File: config.mk
export PLATFORM = sky130hd
export DESIGN_NAME = systolic_feeder
export DESIGN_NICKNAME = d
export VERILOG_FILES = /design/src/rtl/systolic_feeder.sv
export SDC_FILE = /design/constraint.sdc
export NUM_CORES = 1
export LEC_CHECK = 0
export CORE_ASPECT_RATIO = 1.4
export CORE_MARGIN = 5
export CORE_UTILIZATION = 60
export CTS_BUF_LIST = sky130_fd_sc_hd__clkbuf_4 sky130_fd_sc_hd__clkbuf_8
export CTS_CLUSTER_SIZE = 16
export DETAILED_ROUTE_END_ITERATION = 12
export DONT_BUFFER_PORTS = 1
export PLACE_DENSITY = 0.76
export SYNTH_ARGS = -nofsm -noshare
export SYNTH_HDL_FRONTEND = slang
export SYNTH_SLANG_ARGS = --single-unit
File: constraint.sdc
create_clock -name clk -period 17.5 [get_ports clk]
set_input_delay 0.875 -clock clk [delete_from_list [all_inputs] [get_ports clk]]
set_output_delay 0.875 -clock clk [all_outputs]
set_load 0.05 [all_outputs]
File: src/rtl/systolic_feeder.sv
// Operand skew feeder for an N x N output-stationary systolic MAC array.
// Captures A/B on start, then clears, feeds the diagonal wavefront, drains and flags done.
module systolic_feeder #(
  parameter int array_size = 3,
  parameter int data_size  = 8
) (
  input  logic                                        clk,
  input  logic                                        rst,
  input  logic                                        start,
  input  logic [array_size*array_size*data_size-1:0]  a_mat,
  input  logic [array_size*array_size*data_size-1:0]  b_mat,
  output logic [array_size*data_size-1:0]             a_out,
  output logic [array_size*data_size-1:0]             b_out,
  output logic                                        mac_clr,
  output logic                                        busy,
  output logic                                        done
);
  localparam int N  = array_size;
  localparam int W  = data_size;
  localparam int TW = $clog2(2 * N);

  typedef enum logic [2:0] {IDLE, CLEAR, FEED, DRAIN, DONE} state_t;

  state_t                 state;
  logic [TW-1:0]          t;
  logic [TW-1:0]          nt;
  logic [N*N*W-1:0]       a_reg;
  logic [N*N*W-1:0]       b_reg;
  logic [W-1:0]           a_lane [N];
  logic [W-1:0]           b_lane [N];
  logic [W-1:0]           a_nxt  [N];
  logic [W-1:0]           b_nxt  [N];

  // Lane values for the step about to be presented: the lane registers lead t by one edge.
  always_comb begin
    nt = (state == CLEAR) ? '0 : t + TW'(1);
    for (int i = 0; i < N; i++) begin
      a_nxt[i] = '0;
      b_nxt[i] = '0;
      for (int k = 0; k < N; k++) begin
        if (int'(nt) == i + k) begin
          a_nxt[i] = a_reg[(i*N+k)*W +: W];
          b_nxt[i] = b_reg[(k*N+i)*W +: W];
        end
      end
    end
  end

  always_ff @(posedge clk or posedge rst) begin
    if (rst) begin
      state   <= IDLE;
      t       <= '0;
      a_reg   <= '0;
      b_reg   <= '0;
      mac_clr <= 1'b0;
      busy    <= 1'b0;
      done    <= 1'b0;
      for (int i = 0; i < N; i++) begin
        a_lane[i] <= '0;
        b_lane[i] <= '0;
      end
    end else begin
      mac_clr <= 1'b0;
      done    <= 1'b0;
      for (int i = 0; i < N; i++) begin
        a_lane[i] <= '0;
        b_lane[i] <= '0;
      end
      case (state)
        IDLE: begin
          if (start) begin
            a_reg   <= a_mat;
            b_reg   <= b_mat;
            mac_clr <= 1'b1;
            busy    <= 1'b1;
            state   <= CLEAR;
          end
        end
        CLEAR: begin
          t     <= '0;
          state <= FEED;
          for (int i = 0; i < N; i++) begin
            a_lane[i] <= a_nxt[i];
            b_lane[i] <= b_nxt[i];
          end
        end
        FEED: begin
          if (t == TW'(2*N-2)) begin
            t     <= '0;
            state <= DRAIN;
          end else begin
            t <= nt;
            for (int i = 0; i < N; i++) begin
              a_lane[i] <= a_nxt[i];
              b_lane[i] <= b_nxt[i];
            end
          end
        end
        // t is reused as the drain cycle counter.
        DRAIN: begin
          if (t == TW'(N-1)) begin
            t     <= '0;
            done  <= 1'b1;
            state <= DONE;
          end else begin
            t <= t + TW'(1);
          end
        end
        DONE: begin
          busy  <= 1'b0;
          state <= IDLE;
        end
        default: state <= IDLE;
      endcase
    end
  end

  for (genvar gi = 0; gi < N; gi++) begin : g_lane
    assign a_out[gi*W +: W] = a_lane[gi];
    assign b_out[gi*W +: W] = b_lane[gi];
  end

endmodule

---- Word level (Yosys, flattened, before mapping) ----
Cells that the tools add are included.
storage, ports and cells
  register bits ........................... 201
  output and inout port bits .............. 51
  word-level logic and storage cells ...... 70
  input port bits ......................... 147
operators by class
  add/sub/neg operators ................... 1
  multiplexer cells ....................... 36
  reduce and logical (&&, ||, !) cells .... 7
  equality and inequality tests ........... 13
operator list
  operator                                                               count
  8-bit 2-to-1 mux                                                       18
  24-bit case mux with 2 select lines                                    2
  24-bit 2-to-1 mux                                                      2
  3-bit 2-to-1 mux                                                       6
  3-bit equality test, second input constant                             5
  3-bit by 2-bit equality test with 1-bit output, second input constant  4
  3-bit case mux with 4 select lines                                     1
  3-bit case mux with 3 select lines                                     1
  3-bit zero test                                                        2
  2-bit inequality test, second input constant                           3
  1-bit 2-to-1 mux                                                       5
  2-bit AND reduction                                                    2
  3-bit by 1-bit adder with 3-bit output, second input constant          1
  3-bit by 1-bit equality test with 1-bit output, second input constant  1
  3-bit AND reduction                                                    1
  3-bit nonzero test                                                     1
  1-bit case mux with 2 select lines                                     1
  2-bit nonzero test                                                     1

---- Depth between registers and ports, before layout ----
  depth after elaboration ................. 8
  depth in mapped cells ................... 11
  mapped depth without buffers ............ 6

---- Least setup slack after synthesis ----
Ideal clock, no wire load.
  path kind ............................... register to register
  start ................................... register t[0]
  end ..................................... register a_lane (netlist bit a_out[22])
  slack ................................... 15.187 ns
  stages on the path, launching flop included .. 12
  clock period less this slack ............ 2.313 ns
  buffers on the path ..................... 5
  library setup time ...................... 0.072 ns
  data required time ...................... 17.428 ns
  arrival time ............................ 2.241 ns
  path through ............................ dfrtp_1 -> buf_2 -> inv_1 -> buf_2 -> buf_2 -> ha_1 -> buf_2 -> inv_1 -> nor2_1 -> clkbuf_1 -> a22oi_1 -> nor2_1
on the way
  word-level cells in the longest chain between the ends .. 8
  elaborated cells between the ends (all ways) .. 11
  those cells by class .................... add/sub: 1; eq/ne: 4; mux: 6
ends and longest elaborated chain
  element                                 line  text
  start, declared                         25    logic [TW-1:0] t;
  start signal, assigned                  92    t <= nt;
  start signal, assigned                  106   t <= t + TW'(1);
  3-bit by 1-bit adder with 3-bit output  36    nt = (state == CLEAR) ? '0 : t + TW'(1);
  3-bit 2-to-1 mux                        36
  3-bit equality test                     41    if (int'(nt) == i + k) begin
  8-bit 2-to-1 mux (3 in series)          41
  24-bit 2-to-1 mux                       88    if (t == TW'(2*N-2)) begin
  24-bit case mux with 2 select lines *   69    case (state)
  end signal, assigned by index           83    a_lane[i] <= a_nxt[i];
  end signal, assigned by index           94    a_lane[i] <= a_nxt[i];
  end, declared                           29    logic [W-1:0] a_lane [N];
Mark *: on every way between the ends. The rest lies on a longest branch, timed or not.
A chain may end at the register's enable or synchronous reset.

---- Worst setup path after layout ----
  start ................................... register t[0]
  end ..................................... register b_lane (netlist bit b_out[2])
on the way
  word-level cells in the longest chain between the ends .. 8
  elaborated cells between the ends (all ways) .. 11
  those cells by class .................... add/sub: 1; eq/ne: 3; mux: 6; reduce/logical: 1
ends and longest elaborated chain
  element                                 line  text
  3-bit by 1-bit adder with 3-bit output  36
  3-bit 2-to-1 mux                        36
  3-bit zero test                         41
  8-bit 2-to-1 mux (3 in series)          41
  24-bit 2-to-1 mux                       88
  24-bit case mux with 2 select lines *   69
  end signal, assigned by index           84    b_lane[i] <= b_nxt[i];
  end signal, assigned by index           95    b_lane[i] <= b_nxt[i];
  end, declared                           30    logic [W-1:0] b_lane [N];
Marks and branches as above.

==> flow_summary.yaml <==
place:
  port_buffers: 0
  place_congestion: 0.805
  place_hpwl_mm: 12.2
floorplan:
  io_pins: 198
  design.die.area_mm2: 0.0167
  dieWidth_um: 111
  fp-row-count: 51
  die_h_um: 151
  coreArea_mm2: 0.0139
  start_util_pct: 61.2
sta:
  rsz0062_at_grt: "false"
  fin_setup_tns_ns: 0
  tightest_slew_ns: 1.15
  maxSlewHeadroom_pct: 22.7
  fin_crit_sh_pct: 17.9
  slew_violations: 0
  clock_skew_ns: 0.0243
  fin_crit_ns: 3.13
  hold_violations: 0
  holdWs_ns: 0.327
  fmax_mhz: 320
  setup_viol_count_final: 0
clock_tree:
  cts_made_buffers: 30
  htreeDepth: 1
  post_cts_buffers: 0
  cts-hold-fix-buffers: 0
  worstSkewPairLatency_ns: 0.54
  cts.path.max_buffers: 3
  cts_root_buffer: "clkbuf_8"
  cts_sinks: 201
  tritoncts: "yes"
  cts_resized: 0
  clkTransAtPathRegs_ns: 0.06
power_and_ir_drop:
  power_density_mw_per_mm2: 216
  vdd_drop_max_mv: 0.107
  leakage_nw: 3.93
drt:
  via_per_inst: 5.88
  routedWlPerCell_um: 20.9
  dr.pass1.iters: 4
  vias: 4991
  finalWirelength_mm: 17.8
  drtIter0Drc: 196
  drc: 0
  ant_nets: 0
global_routing:
  grt-ovfl-total: 0
  antenna_found_initial: 3
  grt_pass1_vias: 5449
  grt_start_max_net_pins: 116
  grt_first_pass_wirelength_mm: 28.9
  grt_usage_pct: 21.3
critical_path:
  critical_path_arrival_ns: 3.57
  startpoint_type: "flop"
  cp_data_required_time_ns: 17.95
  crit_fanout: 24
  worstSetupPathType: "flop to flop"
  setup.worst_path.end_class: "flop"
finish:
  nets: 789
  drive_gt1_share_pct: 35.5
  area_growth_syn_to_layout_pct: 8.18
job:
  drv_cap: 0
logic_synthesis:
  avgSynthCellArea_um2: 13.2
  synthesis.area_mm2: 0.00852
  ys_types: 39
  ys_seq_elements: 201
  synthTopCellsByArea: "dfrtp_1 59%, mux2_2 19%, a2111oi_2 2.8%, nor2_1 2.3%, a21oi_1 1.6%"
  synthCells: 645
  yosysTopAreaCellShare_pct: 59.0
  syn_nets: 795
  synth_top_area_cell: "dfrtp_1"
  ys_seq_area_share_pct: 59.0
  yosysWarningCount: 0
min_path:
  min_path_type: "input port to async pin"
run_status:
  status: "completed"
-- report_power, final --
| group | internal (mW) | switching, mW |
|---|---|---|
| combinational | 0.309 | 0.349 |
| sequential | 0.676 | 0.241 |
| clock | 0.244 | 0.171 |
-- critical path: stages (launching register included) --
cell	delay (ns)
dfrtp_2	0.40
inv_1	0.54
ha_1	0.74
and2_0	0.54
nand3_4	0.31
and3_1	0.29
a211oi_1	0.23
-- synthesized netlist by cell type, drive strengths merged --
cell and n:
dfrtp 201, mux2 145, nor2 53, buf 36, nand2 34, a21oi 27, o21ai 22, inv 21
a2111oi 16, a22oi 16, nand3 10, nor3 10, and3 9, a211oi 8, a2bb2oi 8, clkbuf 7
nor3b 4, ha 3, and2 2, nand2b 2, nand4 2, a21o 1, nand3b 1, nor2b 1
nor4b 1, o2111ai 1, o22ai 1, or3b 1, xnor2 1, xor2 1
-- final timing paths --
path | endpoint | slack, ns | start | cells past startpoint
max reg2reg | b_out[2] | 14.37 | t[0] | 6
min | a_reg[56] | 0.33 | rst | 1
min reg2reg | a_reg[55] | 0.51 | a_reg[55] | 1
min in group clk | b_reg[36] | 0.46 | b_mat[36] | 2
max | b_out[2] | 14.37 | t[0] | 6
max in group asynchronous | t[0] | 15.57 | rst | 2
-- through the flow --
stage	instances	setup slack [ns]	cell area (um^2)	util, %	total power, mW
after floorplan	645	11.14	8520	-	1.46
after global placement	792	14.45	8520	61.2	1.56
after detailed placement	792	14.24	8520	61.2	1.59
after CTS	847	14.32	9210	66.2	2.01
after global routing	848	13.97	9210	66.2	2.12
final	849	14.37	9220	66.2	1.99
-- placed cells by master, fill, tap and decap left out, types with 16 or more instances in the layout --
cell       instances
a2111oi_2         16
a21oi_1           27
a22oi_1           16
clkbuf_8          45
dfrtp_1          200
inv_1             20
mux2_2           145
nand2_1           34
nor2_1            53
o21ai_0           20
-- metal layers --
| metal | up-vias | GRT usage (%) | part of all wire (%) |
|---|---|---|---|
| met2 | 177 | 37.0 | 51 |
| met4 | 4 | 6.90 | 2.7 |
| met5 | - | 0 | 0.12 |
| met1 | 2506 | 25.4 | 38 |
| li1 | 2263 | - | - |
| met3 | 41 | 6.75 | 7.5 |
-- area by class of cell --
class | instances | area (um^2)
Antenna cell | 2 | 5.00
Clock buffer | 54 | 687
Clock inverter | 1 | 7.51
Fill cell | 1054 | 4700
Inverter | 21 | 86.3
Multi-Input combinational cell | 380 | 3130
Sequential cell | 201 | 5030
Tap cell | 185 | 231
Timing Repair Buffer | 5 | 37.5
-- logic make-up after synthesis --
family | after synthesis | share of synthesized area (%)
compound gates | 100 | 9.18
fa+ha+maj | 3 | 0.441
flops | 201 | 59.0
simple gates | 130 | 7.45
xor+xnor | 2 | 0.426
mux | 145 | 19.2
buf+inv | 64 | 4.29
(Power assumes the default switching activity.)
